`src/rtl/rps_match_scorer.sv`:
```
// Purpose: samples the RPS judge code on round commit, keeps scores/draws, holds results, declares match winner.
// Latency: every output is registered; a committed round shows on the outputs one cycle after the round_start edge.
// Backpressure: none; round_start is dropped while busy (SHOW or MATCH_OVER), and new_match is always accepted.
module rps_match_scorer #(
    parameter int WIN_TARGET  = 3,
    parameter int SHOW_CYCLES = 25_000_000,
    parameter int SCORE_W     = 4,
    parameter int SHOW_W      = 25
) (
    input  logic               i_clk,
    input  logic               i_rst_n,
    input  logic               i_round_start,
    input  logic               i_new_match,
    input  logic [2:0]         i_winner_in,
    output logic [2:0]         o_result_led,
    output logic [SCORE_W-1:0] o_p1_score,
    output logic [SCORE_W-1:0] o_p2_score,
    output logic [SCORE_W-1:0] o_draws,
    output logic               o_match_over,
    output logic               o_busy,
    output logic               o_invalid_round
);

    // One-hot judge codes; anything else on a commit counts as an invalid round.
    localparam logic [2:0] CODE_NONE = 3'b000;
    localparam logic [2:0] CODE_P1   = 3'b100;
    localparam logic [2:0] CODE_DRAW = 3'b010;
    localparam logic [2:0] CODE_P2   = 3'b001;

    // The timer is loaded with SHOW_CYCLES-1 and expires on reaching zero,
    // so a round result stays on the light for exactly SHOW_CYCLES cycles.
    localparam logic [SHOW_W-1:0]  SHOW_LOAD = SHOW_W'(SHOW_CYCLES - 1);
    localparam logic [SCORE_W-1:0] WIN_SCORE = SCORE_W'(WIN_TARGET);
    localparam logic [SCORE_W-1:0] DRAW_MAX  = {SCORE_W{1'b1}};
    localparam logic [SCORE_W-1:0] SCORE_ONE = SCORE_W'(1);
    localparam logic [SHOW_W-1:0]  TIMER_ONE = SHOW_W'(1);

    typedef enum logic [1:0] {
        ST_READY      = 2'd0,
        ST_SHOW       = 2'd1,
        ST_MATCH_OVER = 2'd2
    } state_t;

    state_t               r_state;
    state_t               w_state_nxt;
    logic [SHOW_W-1:0]    r_timer;
    logic [SHOW_W-1:0]    w_timer_nxt;
    logic [2:0]           r_result_led;
    logic [2:0]           w_result_led_nxt;
    logic [SCORE_W-1:0]   r_p1_score;
    logic [SCORE_W-1:0]   w_p1_score_nxt;
    logic [SCORE_W-1:0]   r_p2_score;
    logic [SCORE_W-1:0]   w_p2_score_nxt;
    logic [SCORE_W-1:0]   r_draws;
    logic [SCORE_W-1:0]   w_draws_nxt;
    logic                 r_match_over;
    logic                 r_busy;
    logic                 r_invalid_round;
    logic                 w_invalid_nxt;
    logic                 w_p1_won;
    logic                 w_p2_won;

    // Match is decided by the registered scores, which already include the round being shown.
    always_comb begin
        w_p1_won = (r_p1_score == WIN_SCORE);
        w_p2_won = (r_p2_score == WIN_SCORE);
    end

    // Next-state and next-output logic; new_match overrides everything else.
    always_comb begin
        w_state_nxt      = r_state;
        w_timer_nxt      = r_timer;
        w_result_led_nxt = r_result_led;
        w_p1_score_nxt   = r_p1_score;
        w_p2_score_nxt   = r_p2_score;
        w_draws_nxt      = r_draws;
        w_invalid_nxt    = 1'b0;

        if (i_new_match) begin
            w_state_nxt      = ST_READY;
            w_timer_nxt      = '0;
            w_result_led_nxt = CODE_NONE;
            w_p1_score_nxt   = '0;
            w_p2_score_nxt   = '0;
            w_draws_nxt      = '0;
        end else begin
            case (r_state)
                ST_READY: begin
                    if (i_round_start) begin
                        case (i_winner_in)
                            CODE_P1: begin
                                w_state_nxt      = ST_SHOW;
                                w_timer_nxt      = SHOW_LOAD;
                                w_result_led_nxt = CODE_P1;
                                w_p1_score_nxt   = r_p1_score + SCORE_ONE;
                            end
                            CODE_P2: begin
                                w_state_nxt      = ST_SHOW;
                                w_timer_nxt      = SHOW_LOAD;
                                w_result_led_nxt = CODE_P2;
                                w_p2_score_nxt   = r_p2_score + SCORE_ONE;
                            end
                            CODE_DRAW: begin
                                w_state_nxt      = ST_SHOW;
                                w_timer_nxt      = SHOW_LOAD;
                                w_result_led_nxt = CODE_DRAW;
                                // Draws never end a match, so the counter saturates instead of wrapping.
                                if (r_draws != DRAW_MAX) begin
                                    w_draws_nxt = r_draws + SCORE_ONE;
                                end
                            end
                            default: begin
                                // No judge result or a multi-hot glitch: flag it, change nothing else.
                                w_invalid_nxt = 1'b1;
                            end
                        endcase
                    end
                end

                ST_SHOW: begin
                    if (r_timer == '0) begin
                        if (w_p1_won) begin
                            w_state_nxt      = ST_MATCH_OVER;
                            w_result_led_nxt = CODE_P1;
                        end else if (w_p2_won) begin
                            w_state_nxt      = ST_MATCH_OVER;
                            w_result_led_nxt = CODE_P2;
                        end else begin
                            w_state_nxt      = ST_READY;
                            w_result_led_nxt = CODE_NONE;
                        end
                    end else begin
                        w_timer_nxt = r_timer - TIMER_ONE;
                    end
                end

                ST_MATCH_OVER: begin
                    // Winner stays lit until new_match; round commits are ignored.
                    w_state_nxt = ST_MATCH_OVER;
                end

                default: begin
                    w_state_nxt      = ST_READY;
                    w_timer_nxt      = '0;
                    w_result_led_nxt = CODE_NONE;
                end
            endcase
        end
    end

    // State register.
    always_ff @(posedge i_clk or negedge i_rst_n) begin
        if (!i_rst_n) begin
            r_state <= ST_READY;
        end else begin
            r_state <= w_state_nxt;
        end
    end

    // Datapath and output registers; status flags follow the next state so they align with it.
    always_ff @(posedge i_clk or negedge i_rst_n) begin
        if (!i_rst_n) begin
            r_timer         <= '0;
            r_result_led    <= CODE_NONE;
            r_p1_score      <= '0;
            r_p2_score      <= '0;
            r_draws         <= '0;
            r_match_over    <= 1'b0;
            r_busy          <= 1'b0;
            r_invalid_round <= 1'b0;
        end else begin
            r_timer         <= w_timer_nxt;
            r_result_led    <= w_result_led_nxt;
            r_p1_score      <= w_p1_score_nxt;
            r_p2_score      <= w_p2_score_nxt;
            r_draws         <= w_draws_nxt;
            r_match_over    <= (w_state_nxt == ST_MATCH_OVER);
            r_busy          <= (w_state_nxt != ST_READY);
            r_invalid_round <= w_invalid_nxt;
        end
    end

    assign o_result_led    = r_result_led;
    assign o_p1_score      = r_p1_score;
    assign o_p2_score      = r_p2_score;
    assign o_draws         = r_draws;
    assign o_match_over    = r_match_over;
    assign o_busy          = r_busy;
    assign o_invalid_round = r_invalid_round;

endmodule
```
`config.mk`:
```
export PLATFORM = sky130hd
export DESIGN_NAME = rps_match_scorer
export DESIGN_NICKNAME = d
export VERILOG_FILES = /design/src/rtl/rps_match_scorer.sv
export SDC_FILE = /design/constraint.sdc
export NUM_CORES = 1
export LEC_CHECK = 0
export CORE_ASPECT_RATIO = 0.75
export CORE_MARGIN = 3
export CORE_UTILIZATION = 57
export CTS_CLUSTER_SIZE = 24
export DETAILED_ROUTE_END_ITERATION = 12
export GPL_ROUTABILITY_DRIVEN = 0
export HOLD_SLACK_MARGIN = 0.12
export PLACE_DENSITY_LB_ADDON = 0.1
export SETUP_SLACK_MARGIN = 0.02
export SYNTH_ARGS = -nofsm -noshare
export SYNTH_HDL_FRONTEND = slang
export SYNTH_SLANG_ARGS = --single-unit
export TNS_END_PERCENT = 1
```
`constraint.sdc`:
```
create_clock -name i_clk -period 3.5 [get_ports i_clk]
set_clock_uncertainty 0.1 [all_clocks]
set_input_delay 0.875 -clock i_clk [delete_from_list [all_inputs] [get_ports i_clk]]
set_output_delay 0.875 -clock i_clk [all_outputs]
set_load 0.05 [all_outputs]
```
[Yosys cells after proc, flatten, opt, wreduce, memory -nomap -nowiden]
Cells that the tools add are included.
Operators by class
  reduce and logical (&&, ||, !) cells: 15
  equal/unequal tests: 15
  muxes and demuxes: 36
  add/subtract/negate cells: 4
Operator list (count)
  $mux 25: 4
  $pmux 25 s3: 1
  $mux 4: 13
  $logic_not 25->1: 1
  $sub 25x1->25 const B: 1
  $pmux 3 s3: 2
  $reduce_bool 2->1: 7
  $add 4x1->4 const B: 3
  $mux 2: 6
  $mux 3: 4
  $ne 3x3->1 const B: 4
  $reduce_and 4->1: 3
  $eq 4x2->1 const B: 2
  $pmux 2 s3: 1
  $reduce_and 3->1: 2
  $mux 1: 5
  $ne 5x2->1 const B: 1
  $eq 2x2->1 const B: 2
  $ne 4x4->1 const B: 1
  $eq 3x1->1 const B: 1
  $eq 3x2->1 const B: 1
  $eq 3x3->1 const B: 1
  $reduce_or 3->1: 1
  $eq 2x1->1 const B: 1
  other kinds (2): 2
Word-level totals
  output and inout port bits: 18
  logic and storage cells: 79
  bits in registers: 45
  input port bits: 7

[Depth between registers and ports, before layout]
  word-level depth: 7
  depth in mapped cells: 10
  gate-level depth less buffers: 8

[Worst setup path before layout]
OpenSTA, ideal clock, no wires.
  path type: input-to-reg
  from: in i_new_match
  to: reg r_timer[10]
  setup slack: 0.846 ns
  setup time: 0.079 ns
  buffers on the path: 3
  required time: 3.321 ns
  cell stages on the path: 8
  arrival: 2.475 ns
  cells stage by stage: clkbuf_1 > or2_2 > a221oi_1 > a31o_2 > buf_4 > buf_4 > o21ai_0 > a21oi_1
Between the ends
  cells in the longest elaborated chain, start to end: 2
  elaborated cells between the ends (all ways): 6
  those cells by class: eq/ne (4); mux (1); reduce/logical (1)
Ends and longest elaborated chain
  start: declaration: line 13  | input logic i_new_match,
  $ne 3x3->1 (no line) / $ne 2x2->1 (equally long branches)
  $reduce_and 4->1 (no line)
  end signal: assignment: line 172  | r_timer <= w_timer_nxt;
  end: declaration: line 46  | logic [SHOW_W-1:0] r_timer;
Parallel ways exist; a longest one is shown, timed or not.
A chain may end at the register's enable or synchronous reset.

[Worst setup path after layout]
  from: reg r_timer[0]
  to: reg r_timer[15]
Between the ends
  cells in the longest elaborated chain, start to end: 4
  elaborated cells between the ends (all ways): 7
  those cells by class: add/sub (1); eq/ne (1); mux (3); reduce/logical (2)
Ends and longest elaborated chain
  $sub 25x1->25: line 133  | w_timer_nxt = r_timer - TIMER_ONE;
  $mux 25: line 121  | if (r_timer == '0) begin
  $pmux 25 s3: line 87  | case (r_state)
  $mux 25: line 79  | if (i_new_match) begin
Parallel ways exist; a longest one is shown, timed or not. The select of a mux whose other input is x is not followed.

==> flow_metrics.py <==
metrics = {
    "yosys": {
        "synth-main-ff-cell": "dfrtp_1",
        "yosys.area_share.xor_xnor": 0.0455,
        "ys_ff_latch": 45,
        "synth_top_family_by_area": "simple AND/OR/NAND/NOR gates",
        "synth_edf_count": 0,
        "synthCells": 259,
        "muxShareOfSynthArea": 0.0170,
        "postSynthNetCount": 270,
        "yosys_warnings": 0,
        "synth_area_leaders": "dfrtp_1 (45%), nor2_1 (4.1%), o31ai_1 (3.9%), nand2_1 (3.2%), or4_1 (2.7%)",
        "postSynthAreaPerCell_um2": 9.65,
        "ys_async_sr_fraction": 1.00,
        "netlist_area_um2": 2500,
        "synthAdderAreaFrac": 0.0200,
        "yosys.area.top_type": "dfrtp_1",
        "ys_types": 53,
        "synth_compound_area_frac": 0.213,
        "yosys.area_share.simple": 0.215,
        "synth_top_area_share": 0.450,
        "seq_area_frac_synth": 0.450,
    },
    "power_and_ir_drop": {
        "combPwrFrac": 0.320,
        "total_power_mw": 1.52,
        "p_switching_mw": 0.550,
        "switching_share": 0.363,
        "powerDensity_nw_per_um2": 524,
        "p_int_mw": 0.965,
        "pwr-share-clk": 0.256,
        "p_leak_nw": 1.27,
        "peakVddDrop_mv": 0.338,
        "seqPwrFrac": 0.424,
    },
    "global_routing": {
        "grt_pass1_wl_mm": 10.1,
        "grt_max_degree": 46,
        "track_usage": 0.252,
        "antenna_found_initial": 0,
        "grt_pass1_vias": 1957,
        "gr-total-overflow": 0,
    },
    "cts": {
        "cts.repair.resized": 0,
        "clk_path_buf_depth": 2,
        "cts.sinks": 45,
        "root_buffer": "clkbuf_8",
        "cts_tree": "done",
        "clk_latency_ps": 310,
        "cts_buffers": 5,
        "cts_setup_buffers": 0,
        "clkSlewWorstSetupHoldPaths_ps": 90,
        "cts_htree_levels": 2,
        "ctsHoldBuffers": 0,
    },
    "timing": {
        "period_needed_ps": 2920,
        "setup_violations": 0,
        "finalCritPeriodShare": 0.835,
        "tightest_slew_ps": 1010,
        "hold_ws_ps": 417,
        "hold_violations": 0,
        "tns_ps": 0,
        "fmax_ghz": 0.342,
        "rsz0062_at_grt": "no",
        "slew_violations": 0,
        "slew_headroom": 0.330,
    },
    "floorplan": {
        "pin_count": 25,
        "core_area_um2": 4130,
        "die-area_um2": 5220,
        "die_w_um": 82.5,
        "start_util": 0.605,
        "rows": 20,
        "dieHeight_um": 63.4,
    },
    "final_layout": {
        "ff_latch_area_um2": 1130,
        "utilization": 0.700,
        "multi_input_area_um2": 1280,
        "nFillCells": 316,
        "antennaDiodeCount": 0,
        "area_growth_syn_to_layout_pct": 15.6,
        "nets": 294,
        "postLayoutCellArea_um2": 2890,
        "drive_above_1_share": 0.113,
    },
    "drt": {
        "drtIter0Drc": 200,
        "detail_route.wl_per_cell_um": 17.0,
        "antenna_left": 0,
        "wirelength_mm": 5.74,
        "drtPass1Iterations": 5,
        "vias": 2117,
        "drc": 0,
        "vias_per_cell": 6.26,
    },
    "setup_path": {
        "crit_required_ps": 3640,
        "path_max_fanout": 21,
        "reg2regPathDepth": 8,
        "crit_type": "reg2reg",
        "worstPathArrival_ps": 3060,
        "endpoint_kind": "flip-flop",
        "start_kind": "flip-flop",
    },
    "hold_path": {
        "holdPathStages": 2,
        "holdCritPathClass": "reg2reg",
    },
    "placed_design": {
        "dpl.hpwl_mm": 4.01,
        "port-buffer-count": 24,
        "placed_area_um2": 2790,
    },
    "run_status": {
        "status": "complete, no violations",
    },
    "flow_run": {
        "cap_violations": 0,
    },
}
==> synth_stat cells, drive strengths merged (3+ instances only) <==
| cell type | count |
|---|---|
| dfrtp | 45 |
| nor2 | 28 |
| nand2 | 21 |
| o21ai | 15 |
| a21oi | 14 |
| o31ai | 13 |
| clkbuf | 11 |
| or4 | 10 |
| nor3 | 9 |
| xor2 | 7 |
| a21o | 6 |
| or3 | 6 |
| xnor2 | 6 |
| inv | 5 |
| or2 | 5 |
| a211o | 4 |
| buf | 4 |
| ha | 4 |
| a22o | 3 |
| nand4 | 3 |
| or3b | 3 |
==> registers in the layout, indices dropped and copies added (netlist names), 2 cells and up <==
name	flops
o_draws	4
o_p1_score	4
r_timer	25
r_state	2
o_p2_score	4
o_result_led	3
==> power by group through the flow <==
stage	Sequential, mW	Clock (mW)	Combinational, mW
6_report	0.642	0.388	0.485
5_1_grt	0.653	0.418	0.539
4_1_cts	0.639	0.388	0.482
3_5_place_dp	0.649	0	0.475
3_3_place_gp	0.646	0	0.463
2_1_floorplan	0.651	0	0.363
==> worst max-delay path, cell delays in order (launching register included) <==
cell     delay [ps]
dfrtp_1         430
inv_1            70
ha_1            180
or4b_1          650
nor4_4          510
a31o_2          510
buf_4           210
o31ai_1          60
a21oi_1         140
==> metal layers <==
layer,global-route usage,wire length (um)
met5,0,0
met4,0.0622,63
met3,0.0486,312
met2,0.343,2480
met1,0.404,2890
==> final cells by class <==
type,instances,share of cell area
clock buffers,5,0.0238
clock inverters,2,0.0121
inverters,5,0.00650
multi-input cells,194,0.442
flip-flops and latches,45,0.390
well taps,55,0.0238
repair buffers,32,0.102
==> path summary, 6_finish.rpt <==
path / start / endpoint / slack [ps]
hold reg to reg: r_timer[22]$_DFFE_PN0P_ / r_timer[22]$_DFFE_PN0P_ / 420
setup / recovery: r_timer[0]$_DFFE_PN0P_ / r_timer[15]$_DFFE_PN0P_ / 580
max in group asynchronous: i_rst_n / r_timer[7]$_DFFE_PN0P_ / 2040
min in group asynchronous: i_rst_n / o_p1_score[0]$_DFFE_PN0P_ / 620
hold / removal: r_timer[22]$_DFFE_PN0P_ / r_timer[22]$_DFFE_PN0P_ / 420
setup reg to reg: r_timer[0]$_DFFE_PN0P_ / r_timer[15]$_DFFE_PN0P_ / 580
==> layout by cell type, fill, tap and decap left out, types with 3 or more instances in the layout <==
| master | n |
|---|---|
| a211o_1 | 4 |
| a21o_1 | 6 |
| a21oi_1 | 13 |
| a22o_1 | 3 |
| buf_4 | 8 |
| clkbuf_8 | 5 |
| clkdlybuf4s50_1 | 23 |
| dfrtp_1 | 45 |
| ha_1 | 4 |
| inv_1 | 4 |
| nand2_1 | 21 |
| nand4_1 | 3 |
| nor2_1 | 27 |
| nor3_1 | 9 |
| o21ai_0 | 13 |
| o31ai_1 | 13 |
| or2_2 | 4 |
| or3_1 | 6 |
| or3b_2 | 3 |
| or4_1 | 9 |
| xnor2_1 | 6 |
| xor2_1 | 7 |
==> per-stage QoR <==
| step | cells | setup slack, ps |
|---|---|---|
| global placement | 331 | 420 |
| CTS | 338 | 573 |
| floorplan | 259 | 846 |
| finish | 338 | 578 |
| global route | 338 | 392 |
| detailed placement | 331 | 362 |
==> cells by family after synthesis <==
group,Yosys count
DFF,45
xor gates and xnor gates,13
buffers and inverters,20
and+or+nand+nor,97
muxes,4
AOI/OAI and AO/OA,76
adders and majority gates,4
(Power assumes the default switching activity.)
==> patch 1 (same settings) <==
`SCORE_W`: 4 -> 6.
--- a/src/rtl/rps_match_scorer.sv
+++ b/src/rtl/rps_match_scorer.sv
@@ -4,7 +4,7 @@
 module rps_match_scorer #(
     parameter int WIN_TARGET  = 3,
     parameter int SHOW_CYCLES = 25_000_000,
-    parameter int SCORE_W     = 4,
+    parameter int SCORE_W     = 6,
     parameter int SHOW_W      = 25
 ) (
     input  logic               i_clk,
Interface: changed (resized o_draws, o_p1_score and o_p2_score); port bits go from 25 to 31. No check against the original RTL was run, so the function may have changed too.
==> patch 1 against the original RTL <==
- area after synthesis increased by 13%
- critical endpoint is now r_timer[3]
- design area increased by 13%
- sequential cell count increased by 6
- critical path type unchanged
- power decreased by 5.2%
- clock power decreased by 7.2%
- sequential power increased by 6.9%
- setup slack got worse by 160 ps
- wire length increased by 7.6%
- die area increased by 11%
- via count increased by 12%
==> patch 1: results (changes against the original RTL) <==
| Metric | Value |
|---|---|
| DRT iter0 DRCs | `204 (+2.0%)` |
| Clock transition at path regs | `90 ps (about the same)` |
| Final #Nets | `337 (+15%)` |
| CTS resizes | `0 (unchanged)` |
| CTS Buffer Depth | `2 (unchanged)` |
| DP HPWL | `4420 um (+10%)` |
| Max VDD drop | `0.379 mV (+12%)` |
| Outcome | `complete, no violations` |
| Post-synth ARST share | `100% (unchanged)` |
| Reg2reg path depth | `8 (unchanged)` |
| Net Count, Synth | `306 (+13%)` |
| First-pass GRT wire length | `10600 um (+4.9%)` |
| WP data arrival | `3170 ps (+110 ps)` |
| DR pass1 iterations | `4 (-1)` |
| Post-CTS setup buffer count | `0 (unchanged)` |
| IO buf count | `30 (+25%)` |
| WL/cell | `16.1 um (-5.3%)` |
| Share of layout cells above drive strength 1 | `9.79% (-1.5 points)` |
| Worst Tran Pin Value | `652 ps (-353 ps)` |
| Via count | `2376 (+12%)` |
| Post-synth top cells | `51 x dfrtp_1, 37 x nor2_1, 20 x nand2_1` |
| Crit path max fanout | `16 (-24%)` |
| Worst Setup EP | `r_timer[3]` |
| Worst path max stage delay | `600 ps (-50 ps)` |
| Root buf cell | `clkbuf_8` |
| Number of global-route vias before repair | `2165 (+11%)` |
| Synth cell types | `52 (-1.9%)` |
| Top cell type's share of synthesized area | `45.4% (+0.31 points)` |
| P_leak | `1.46 nW (+15%)` |
| Internal reg-to-reg setup slack | `420 ps (-160 ps)` |
| Start of the worst register-to-register path | `r_timer[0]` |
| Top post-synthesis cells by area | `dfrtp_1 45%, nor2_1 4.9%, nand2_1 2.7%` |
| GRT Util Overall | `23.2% (-1.9 points)` |
| Largest net degree at the start of global routing | `28 (-39%)` |
| Worst skew pair latency | `300 ps` |
| Sequential element share of the synthesized area | `45.4% (+0.31 points)` |
| Initial antenna violation count | `0 (unchanged)` |
patch 1: stage by stage:
stage	worst slack (ps)	util, %	instance area, sq um	instances	total power [W]
2_1_floorplan	743	-	2810	295	0.000984
3_3_place_gp	366	68.9	3170	376	0.00107
3_5_place_dp	283	68.9	3170	376	0.00108
4_1_cts	463	71.1	3270	384	0.00144
5_1_grt	348	71.1	3270	384	0.00152
6_report	422	71.1	3270	384	0.00144
patch 1: logic make-up (layout without fill, tap and decap cells):
logic type	count (synthesis)	count (layout)	synth area share, %
fa+ha+maj	4	4	1.78
buf+inv	20	52	3.47
xor+xnor	14	14	4.36
simple gates	127	127	24.2
flops	51	51	45.4
mux	4	4	1.42
compound gates	75	75	19.4
patch 1: cell type report:
class	count	area (sq um)
fill	363	1330
clock buffer	8	100
inverter	5	18.8
multi-input combinational	224	1440
timing repair buffer	39	363
sequential	51	1280
tap	57	71.3
patch 1: worst min path at each step:
stage	from	endpoint	slack, ps	depth (start not counted)
after floorplan	r_timer[17]	r_timer[17]	350	1
after global placement	r_timer[17]	r_timer[17]	380	1
after detailed placement	r_timer[17]	r_timer[17]	380	1
after CTS	r_timer[17]	r_timer[17]	390	1
after global routing	r_timer[20]	r_timer[20]	420	1
final	r_timer[17]	r_timer[17]	400	1
patch 1: layer usage:
layer	track usage [%]	part of all wire [%]
met1	36.8	50
met2	31.6	42
met3	4.94	6.9
met4	5.94	0.39
met5	0	0
patch 1: worst register-to-register path: cells and delay by family, from the launching register on:
family / cells / cell delay [ps]
AOI/OAI and AO/OA: 3 / 810
adders and majority gates: 1 / 190
buffers and inverters: 2 / 270
DFF: 1 / 420
and+or+nand+nor: 2 / 1190
patch 1: report_power, final:
| part | switching (W) | internal (W) | total, W |
|---|---|---|---|
| clock | 0.000179 | 0.000181 | 0.000360 |
| combinational | 0.000244 | 0.000147 | 0.000391 |
| sequential | 0.0000544 | 0.000632 | 0.000686 |
| total | 0.000477 | 0.000960 | 0.00144 |
==> patch 2 (same settings) <==
Without the edit above. Put one more register stage on the output `o_p1_score`. The value now appears one clock later. The other outputs are not delayed to match.
--- a/src/rtl/rps_match_scorer.sv
+++ b/src/rtl/rps_match_scorer.sv
@@ -181,7 +181,9 @@
     end
 
     assign o_result_led    = r_result_led;
-    assign o_p1_score      = r_p1_score;
+    always_ff @(posedge i_clk) begin
+        o_p1_score <= r_p1_score;
+    end
     assign o_p2_score      = r_p2_score;
     assign o_draws         = r_draws;
     assign o_match_over    = r_match_over;
Behaviour: not the same (Yosys sat finds a counterexample within 4 cycles, from zero or initial values and one cycle with i_rst_n low).
==> patch 2 against the original RTL <==
- area after synthesis is 1.1% higher
- design area is 1.0% higher
- die area is 1.0% higher
- sequential cell count grew 4
- sequential share of layout area increased by 2.3 points
- global-route usage down 2.5 points
- fmax decreased by 0.89%
- power down 7.2%
- first-iteration DRC count down 2.0%
- setup slack lost 26 ps
- critical path depth up 2
- wire length fell by 5.6%
- sequential power grew 3%
- critical endpoint is now r_timer[2]
- largest power group unchanged
==> patch 2: results (changes against the original RTL) <==
| Metric | Value |
|---|---|
| Internal reg-to-reg setup slack | `550 ps (-30 ps)` |
| Synth cell types | `51 (-3.8%)` |
| WHS Path Cells | `0 (-2)` |
| Sequential element share of the synthesized area | `47.7% (+2.7 points)` |
| Dpl cells | `345 (+4.2%)` |
| Outcome | `complete, no violations` |
| Post-DP Area | `0.00282 sq mm (+1.3%)` |
| Max VDD drop | `0.400 mV (+18%)` |
| Worst path max stage delay | `580 ps (-70 ps)` |
| Met3 wire length | `321 um (+2.9%)` |
| DR pass1 iterations | `4 (-1)` |
| Multi-In Gates | `205 (+5.7%)` |
| P_leak | `1.33 nW (+4.9%)` |
| Top post-synthesis cells by area | `dfrtp_1 45%, nor2_1 5.2%, o21ai_0 5.0%` |
| Met1 Use GR | `33.6% (-6.7 points)` |
| Crit path max-delay family | `simple AND/OR/NAND/NOR gates` |
| Grt met2 use | `33.5% (-0.80 points)` |
| Pint | `0.000920 W (-4.6%)` |
| Crit path max fanout | `8 (-62%)` |
| Non-clk buf share | `9.60% (-0.62 points)` |
| Final #Nets | `308 (+4.8%)` |
| Min-Delay Endpoint | `o_p1_score[1]` |
| Invs w/o clock | `6 (+1)` |
| GR Layer Usage met3 | `5.36% (+0.50 points)` |
| Worst Tran Pin Value | `983 ps (-22.1 ps)` |
| N_diodes | `0 (unchanged)` |
| Num Clock Sinks | `49 (+8.9%)` |
| Clock-cell share | `3.30% (-0.29 points)` |
| Met1 Wirelength | `2680 um (-7.1%)` |
| Via count | `2108 (-0.43%)` |
| HP Start | `r_p1_score[1]` |
| Filler Cells Inserted | `348 (+10%)` |
| Seq area share | `41.3% (+2.3 points)` |
| Register area | `0.00121 sq mm (+7.1%)` |
| Clk pwr share | `24.9% (-0.7 points)` |
| Final Hold Vio Count | `0 (unchanged)` |
| Multi-input logic area | `0.00124 sq mm (-2.6%)` |
| WL/cell | `15.4 um (-9.6%)` |
| Reg2reg path depth | `10 (+2)` |
| Post-synth ARST share | `91.8% (-8.2 points)` |
| Post-Route WL | `5420 um (-5.6%)` |
| CLK BUF | `6 (+1)` |
| R2R Path End | `r_timer[2]` |
| Net Count, Synth | `282 (+4.4%)` |
| Hold WS | `339 ps (-77.6 ps)` |
| WP data arrival | `3040 ps (-20 ps)` |
| DP HPWL | `3960 um (-1.3%)` |
| Setup WS pre-CTS | `496 ps (+134 ps)` |
| DRT iter0 DRCs | `196 (-2.0%)` |
| First-pass GRT wire length | `9710 um (-3.7%)` |
| Power share of the sequential group | `47.0% (+4.6 points)` |
| GRT Util Overall | `22.6% (-2.5 points)` |
| Non-clock buffers | `30 (-6.3%)` |
| Post-synth top cells | `45 x dfrtp_1, 35 x nor2_1, 25 x o21ai_0` |
| Met2 WL | `2370 um (-4.4%)` |
| Share of layout cells above drive strength 1 | `10.7% (-0.57 points)` |
| Post-CTS Hold Buffers | `0 (unchanged)` |
| Setup ws final | `552 ps (-26.1 ps)` |
patch 2: per-stage QoR:
stage | utilization (%) | power, W
global placement | 68.0 | 0.00105
detailed placement | 68.0 | 0.00106
global route | 70.3 | 0.00149
floorplan | - | 0.000950
finish | 70.3 | 0.00141
CTS | 70.3 | 0.00141
patch 2: logic make-up (layout without fill, tap and decap cells):
group,after synthesis,after routing,synth area share [%]
and+or+nand+nor,110,110,22.7
AOI/OAI and AO/OA,74,74,18.1
DFF,49,49,47.7
buffers and inverters,17,44,3.12
xor gates and xnor gates,11,11,3.81
muxes,6,6,2.52
adders and majority gates,4,4,1.98
patch 2: how the worst max path moves through the flow:
| stage | to | cells past startpoint |
|---|---|---|
| detailed placement | r_timer[13] | 7 |
| finish | r_timer[2] | 10 |
| floorplan | r_timer[2] | 11 |
| CTS | r_timer[2] | 10 |
| global route | r_timer[5] | 9 |
| global placement | r_timer[13] | 7 |
